$ cat src/rtl/uart_rx_fsm_if.sv
// Control/result bundle between the UART receive FSM and its edge counter,
// sampler, deserializer and start/parity/stop checkers.
interface uart_rx_fsm_if #(
    parameter int Prescale_width = 6
);
    // Strobes are one-cycle pulses from the FSM (no backpressure); each checker
    // result must be valid on the cycle after its strobe and is sampled at bit end.
    logic [Prescale_width-1:0] edge_cnt;
    logic                      edge_cnt_en;
    logic                      dat_samp_en;
    logic                      deser_en;
    logic                      strt_chk_en;
    logic                      par_chk_en;
    logic                      stp_chk_en;
    logic                      strt_glitch;
    logic                      par_err;
    logic                      stp_err;

    modport master (
        output edge_cnt_en, dat_samp_en, deser_en, strt_chk_en, par_chk_en, stp_chk_en,
        input  edge_cnt, strt_glitch, par_err, stp_err
    );

    modport slave (
        input  edge_cnt_en, dat_samp_en, deser_en, strt_chk_en, par_chk_en, stp_chk_en,
        output edge_cnt, strt_glitch, par_err, stp_err
    );
endinterface

$ cat src/rtl/uart_rx_fsm.sv
// UART receive frame sequencer: walks START/DATA/PARITY/STOP using an external
// edge counter and reports one registered status pulse per completed frame.
module uart_rx_fsm #(
    parameter int Prescale_width = 6,
    parameter int DATA_WIDTH     = 8
) (
    input  logic                      clk,
    input  logic                      reset_n,
    input  logic                      RX_IN,
    input  logic [Prescale_width-1:0] Prescale,
    input  logic                      PAR_EN,
    uart_rx_fsm_if.master             ctl,
    output logic                      data_valid,
    output logic                      parity_error,
    output logic                      framing_error,
    output logic [2:0]                state_dbg
);
    typedef enum logic [2:0] {
        IDLE   = 3'd0,
        START  = 3'd1,
        DATA   = 3'd2,
        PARITY = 3'd3,
        STOP   = 3'd4
    } state_t;

    localparam logic [3:0]                LAST_BIT = 4'(DATA_WIDTH - 1);
    localparam logic [Prescale_width-1:0] ONE      = Prescale_width'(1);
    localparam logic [Prescale_width-1:0] TWO      = Prescale_width'(2);

    state_t     state;
    state_t     state_nxt;
    logic [3:0] bit_cnt;
    logic       par_flag;
    logic       par_en_q;
    logic       bit_end;
    logic       at_check;
    logic       enter_start;
    logic       frame_end;

    assign bit_end   = (ctl.edge_cnt == (Prescale - ONE));
    assign at_check  = (ctl.edge_cnt == (Prescale - TWO));
    assign state_dbg = state;

    always_comb begin
        state_nxt       = state;
        enter_start     = 1'b0;
        frame_end       = 1'b0;
        ctl.strt_chk_en = 1'b0;
        ctl.deser_en    = 1'b0;
        ctl.par_chk_en  = 1'b0;
        ctl.stp_chk_en  = 1'b0;
        ctl.edge_cnt_en = (state != IDLE);
        ctl.dat_samp_en = (state != IDLE);
        case (state)
            IDLE: begin
                if (!RX_IN) begin
                    state_nxt   = START;
                    enter_start = 1'b1;
                end
            end
            START: begin
                ctl.strt_chk_en = at_check;
                if (bit_end) state_nxt = ctl.strt_glitch ? IDLE : DATA;
            end
            DATA: begin
                ctl.deser_en = at_check;
                if (bit_end && (bit_cnt == LAST_BIT)) state_nxt = par_en_q ? PARITY : STOP;
            end
            PARITY: begin
                ctl.par_chk_en = at_check;
                if (bit_end) state_nxt = STOP;
            end
            STOP: begin
                ctl.stp_chk_en = at_check;
                if (bit_end) begin
                    frame_end = 1'b1;
                    // A low line at stop-bit end is the next frame's start bit.
                    if (!RX_IN) begin
                        state_nxt   = START;
                        enter_start = 1'b1;
                    end else begin
                        state_nxt = IDLE;
                    end
                end
            end
            default: state_nxt = IDLE;
        endcase
    end

    always_ff @(posedge clk or negedge reset_n) begin
        if (!reset_n) begin
            state         <= IDLE;
            bit_cnt       <= 4'd0;
            par_flag      <= 1'b0;
            par_en_q      <= 1'b0;
            data_valid    <= 1'b0;
            parity_error  <= 1'b0;
            framing_error <= 1'b0;
        end else begin
            state         <= state_nxt;
            data_valid    <= frame_end && !ctl.stp_err && !par_flag;
            parity_error  <= frame_end && !ctl.stp_err && par_flag;
            framing_error <= frame_end && ctl.stp_err;
            if (enter_start) begin
                bit_cnt  <= 4'd0;
                par_flag <= 1'b0;
                par_en_q <= PAR_EN;
            end else begin
                if ((state == DATA) && bit_end) bit_cnt <= bit_cnt + 4'd1;
                if ((state == PARITY) && bit_end) par_flag <= par_flag | ctl.par_err;
            end
        end
    end
endmodule

$ cat src/flat_wrapper.sv
// flat-port wrapper written by rule: the top's interface ports become plain ports
module uart_rx_fsm_flat 
#(
    parameter int Prescale_width = 6,
    parameter int DATA_WIDTH     = 8
)
  (clk, reset_n, RX_IN, Prescale, PAR_EN, data_valid, parity_error, framing_error, state_dbg, ctl_edge_cnt_en, ctl_dat_samp_en, ctl_deser_en, ctl_strt_chk_en, ctl_par_chk_en, ctl_stp_chk_en, ctl_edge_cnt, ctl_strt_glitch, ctl_par_err, ctl_stp_err);
  uart_rx_fsm_if #(.Prescale_width(Prescale_width)) ctl_i ();
  input  logic clk;
  input  logic reset_n;
  input  logic RX_IN;
  input  logic [Prescale_width-1:0] Prescale;
  input  logic PAR_EN;
  output logic data_valid;
  output logic parity_error;
  output logic framing_error;
  output logic [2:0] state_dbg;
  output wire logic [$bits(ctl_i.edge_cnt_en)-1:0] ctl_edge_cnt_en;
  output wire logic [$bits(ctl_i.dat_samp_en)-1:0] ctl_dat_samp_en;
  output wire logic [$bits(ctl_i.deser_en)-1:0] ctl_deser_en;
  output wire logic [$bits(ctl_i.strt_chk_en)-1:0] ctl_strt_chk_en;
  output wire logic [$bits(ctl_i.par_chk_en)-1:0] ctl_par_chk_en;
  output wire logic [$bits(ctl_i.stp_chk_en)-1:0] ctl_stp_chk_en;
  input wire logic [$bits(ctl_i.edge_cnt)-1:0] ctl_edge_cnt;
  input wire logic [$bits(ctl_i.strt_glitch)-1:0] ctl_strt_glitch;
  input wire logic [$bits(ctl_i.par_err)-1:0] ctl_par_err;
  input wire logic [$bits(ctl_i.stp_err)-1:0] ctl_stp_err;
  assign ctl_edge_cnt_en = ctl_i.edge_cnt_en;
  assign ctl_dat_samp_en = ctl_i.dat_samp_en;
  assign ctl_deser_en = ctl_i.deser_en;
  assign ctl_strt_chk_en = ctl_i.strt_chk_en;
  assign ctl_par_chk_en = ctl_i.par_chk_en;
  assign ctl_stp_chk_en = ctl_i.stp_chk_en;
  assign ctl_i.edge_cnt = ctl_edge_cnt;
  assign ctl_i.strt_glitch = ctl_strt_glitch;
  assign ctl_i.par_err = ctl_par_err;
  assign ctl_i.stp_err = ctl_stp_err;
  uart_rx_fsm #(.Prescale_width(Prescale_width), .DATA_WIDTH(DATA_WIDTH)) u_core (.clk(clk), .reset_n(reset_n), .RX_IN(RX_IN), .Prescale(Prescale), .PAR_EN(PAR_EN), .ctl(ctl_i), .data_valid(data_valid), .parity_error(parity_error), .framing_error(framing_error), .state_dbg(state_dbg));
endmodule
$ cat config.mk
export PLATFORM = sky130hd
export DESIGN_NAME = uart_rx_fsm_flat
export DESIGN_NICKNAME = d
export VERILOG_FILES = /design/src/rtl/uart_rx_fsm_if.sv /design/src/rtl/uart_rx_fsm.sv /design/src/flat_wrapper.sv
export SDC_FILE = /design/constraint.sdc
export NUM_CORES = 1
export LEC_CHECK = 0
export ABC_AREA = 1
export CAP_MARGIN = 20
export CORE_MARGIN = 3
export CORE_UTILIZATION = 40
export CTS_CLUSTER_DIAMETER = 100
export DETAILED_ROUTE_END_ITERATION = 8
export GPL_ROUTABILITY_DRIVEN = 0
export PLACE_DENSITY = 0.71
export SYNTH_ARGS = -nofsm -noshare
export SYNTH_HDL_FRONTEND = slang
export SYNTH_SLANG_ARGS = --single-unit
$ cat constraint.sdc
create_clock -name clk -period 3 [get_ports clk]
set_input_delay 0.6 -clock clk [delete_from_list [all_inputs] [get_ports clk]]
set_output_delay 0.6 -clock clk [all_outputs]
set_load 0.005 [all_outputs]
==> impl_metrics.env, run 1 <==
export IMPL_peakVddDrop_mv=0.318
export IMPL_clk_pin_slew_ps=80
export IMPL_fp_coreArea_sq_mm=0.00257
export IMPL_min_path_type="reg -> reg"
export IMPL_area_delta_synth_final_pct=44.2
export IMPL_reg2reg_depth=8
export IMPL_worst_path_max_delay_cell="clkdlybuf4s50_1"
export IMPL_critPathCaptureType="output pin"
export IMPL_final_hold_viol_count=0
export IMPL_syn_area_per_cell_sq_um=6.26
export IMPL_nets=249
export IMPL_antenna_found_initial=0
export IMPL_root_buffer="clkbuf_4"
export IMPL_grt_ovfl_total=0
export IMPL_layout_commonest_cell="nand2_1"
export IMPL_cp_data_required_time_ps=2400
export IMPL_grt_pass1_wl_um=4640
export IMPL_wirelength_um=2790
export IMPL_cpLargestDelayFamily="buffers and inverters"
export IMPL_dr_pass1_iters=4
export IMPL_holdPathStages=1
export IMPL_path_max_fanout=5
export IMPL_grt_max_degree=13
export IMPL_die_x_um=58.9
export IMPL_worst_r2r_setup_slack_ps=1580
export IMPL_start_util=0.437
export IMPL_crit_chain="clkdlybuf4s50_1 > inv_1 > nand2_1 > nand2_2 > xor2_1 > nand2_1 > inv_1 > nand4_1 > buf_6 > nor2_4 > clkdlybuf4s15_2"
export IMPL_numCtsBuffers=3
export IMPL_seq_area_frac_synth=0.268
export IMPL_fin_crit_ps=2840
export IMPL_antenna_cells=0
export IMPL_finalSetupViolCount=0
export IMPL_powerDensity_mw_per_mm2=469
export IMPL_rsz0062_at_grt="no"
export IMPL_regArea_sq_um=300
export IMPL_yosys_cell_types_count=26
export IMPL_slew_violations=0
export IMPL_holdPathEnd="u_core.data_valid$_DFF_PN0_"
export IMPL_skew_ps=1.87
export IMPL_antenna_left=0
export IMPL_clock_sinks=12
export IMPL_cts_buffer_depth=2
export IMPL_reg2reg_to="u_core.state_dbg[2]$_DFFE_PN0P_"
export IMPL_reg2reg_from="u_core.state_dbg[0]$_DFFE_PN0P_"
export IMPL_fin_area_sq_mm=0.00162
export IMPL_syn_inst=179
export IMPL_wl_per_cell_um=10.9
export IMPL_ioPinCount=31
export IMPL_insertion_delay_ps=280
export IMPL_vias=1215
export IMPL_whs_ps=432
export IMPL_mostFrequentLayoutCells="nand2_1 (56), inv_1 (32), clkdlybuf4s50_1 (24)"
export IMPL_hpwlAfterDp_um=2300
export IMPL_max_slew_margin=0.651
export IMPL_crit_buf_inv=5
export IMPL_synth_seq_cells=12
export IMPL_min_from="u_core.par_flag$_DFFE_PN0P_"
export IMPL_status="completed"
export IMPL_critPathArrivalTime_ps=2240
export IMPL_drive_above_1_share=0.191
export IMPL_multi_input_area_sq_um=711
export IMPL_max_stage_delay_ps=550
export IMPL_postCtsHoldBufs=0
export IMPL_drv_cap=0
export IMPL_drc=0
export IMPL_worstMarginPinSlew_ps=522
export IMPL_yosysTopAreaCellShare=0.268
export IMPL_final_core_util=0.630
export IMPL_numPortBuffers=30
export IMPL_synth_fp_nets=202
export IMPL_rows=18
export IMPL_fmax_mhz=352
export IMPL_die_area_sq_mm=0.00347
export IMPL_yosysWarnings=0
export IMPL_crit_cells=11
export IMPL_drtIter0Drc=51
export IMPL_leakage_uw=0.000864
export IMPL_grt_pass1_vias=1181
export IMPL_fillerInstances=243
export IMPL_yosys_area_top_type="dfrtp_1"
export IMPL_yosys_top_cells_area="dfrtp_1 (27%), nand2_1 (19%), inv_1 (11%), nor2_1 (8.0%), nand3_1 (4.9%)"
export IMPL_mappedNetlistArea_sq_mm=0.00112
export IMPL_cts_tree="done"
export IMPL_grt_use_total=0.172
export IMPL_place_area_sq_mm=0.00153
export IMPL_die_h_um=58.9
export IMPL_min_period_over_period=0.946
export IMPL_crit_type="in -> out"
export IMPL_vias_per_cell=4.76
export IMPL_cp_start_kind="primary input"
export IMPL_htree_levels=1
## stage by stage
step	cells	setup slack (ps)	setup TNS (ps)	power [uW]
2_1_floorplan	179	794	0	462
3_3_place_gp	249	-269	-904	608
3_5_place_dp	249	-336	-1140	618
4_1_cts	255	-7.55	-7.55	754
5_1_grt	255	11.3	0	822
6_report	255	161	0	758
## flip-flops by register name, summed over array words and instances (netlist names)
register              cells
u_core.state_dbg          3
u_core.data_valid         1
u_core.par_en_q           1
u_core.parity_error       1
u_core.par_flag           1
u_core.framing_error      1
u_core.bit_cnt            4
## cell families after synthesis
| family | Yosys count | synth area share |
|---|---|---|
| xor gates and xnor gates | 4 | 0.0480 |
| DFF | 12 | 0.268 |
| adders and majority gates | 4 | 0.0446 |
| buffers and inverters | 36 | 0.125 |
| AOI/OAI and AO/OA | 13 | 0.0670 |
| and+or+nand+nor | 110 | 0.448 |
## Yosys cell counts
cell type,count
nand3_1,11
nor2_4,2
dfrtp_1,12
nand3_4,1
nor3_1,3
xor2_1,2
clkinv_2,1
inv_2,1
o21ai_0,5
xnor2_1,1
a21oi_2,2
nand2_4,1
nand2_2,5
xor2_4,1
ha_1,4
a21oi_1,2
nand2_1,56
nand4_1,4
o21ai_1,3
buf_4,1
inv_1,33
nor2_2,1
nand3b_1,1
nand3_2,1
nor2_1,24
o21a_1,1
## worst max path at each step
stage | from | endpoint
2_1_floorplan | Prescale[1] | ctl_par_chk_en
3_3_place_gp | Prescale[1] | ctl_par_chk_en
3_5_place_dp | Prescale[1] | ctl_par_chk_en
4_1_cts | Prescale[2] | ctl_deser_en
5_1_grt | Prescale[3] | ctl_strt_chk_en
6_report | Prescale[3] | ctl_deser_en
## power by group
group	leakage (uW)	internal [uW]	total, uW	switching, uW
Sequential	0.000162	189	221	31.6
Clock	0.0000210	73.9	130	56.3
Combinational	0.000680	182	407	225
Total	0.000864	445	758	313
## per-layer routing
metal | share of wire | vias to the layer above | global-route usage
met3 | 0.048 | 6 | 0.0285
met4 | 0.022 | 0 | 0.0939
met1 | 0.39 | 537 | 0.181
met2 | 0.53 | 32 | 0.320
met5 | 0 | - | 0
li1 | - | 640 | -
## what timing repair did
| action | 4_1_cts | 5_1_grt |
|---|---|---|
| pin swaps | 5 | 2 |
| endpoints found under the setup margin | 4 | 4 |
| resized for setup | 15 | 8 |
| buffers inserted | 2 | 0 |
## layout make-up
| type | instances | share of cell area |
|---|---|---|
| Multi-Input combinational cell | 131 | 0.440 |
| Timing Repair Buffer | 43 | 0.247 |
| Sequential cell | 12 | 0.186 |
| Inverter | 35 | 0.0820 |
| Tap cell | 30 | 0.0232 |
| Clock buffer | 4 | 0.0224 |
Note: power is estimated with default switching activity, not from simulation.
==> run 2, diff against run 1 <==
Settings changed: HOLD_SLACK_MARGIN set to 0.05.
==> results of run 2 <==
The final DEF is identical to that of run 1; final timing and power are the same.
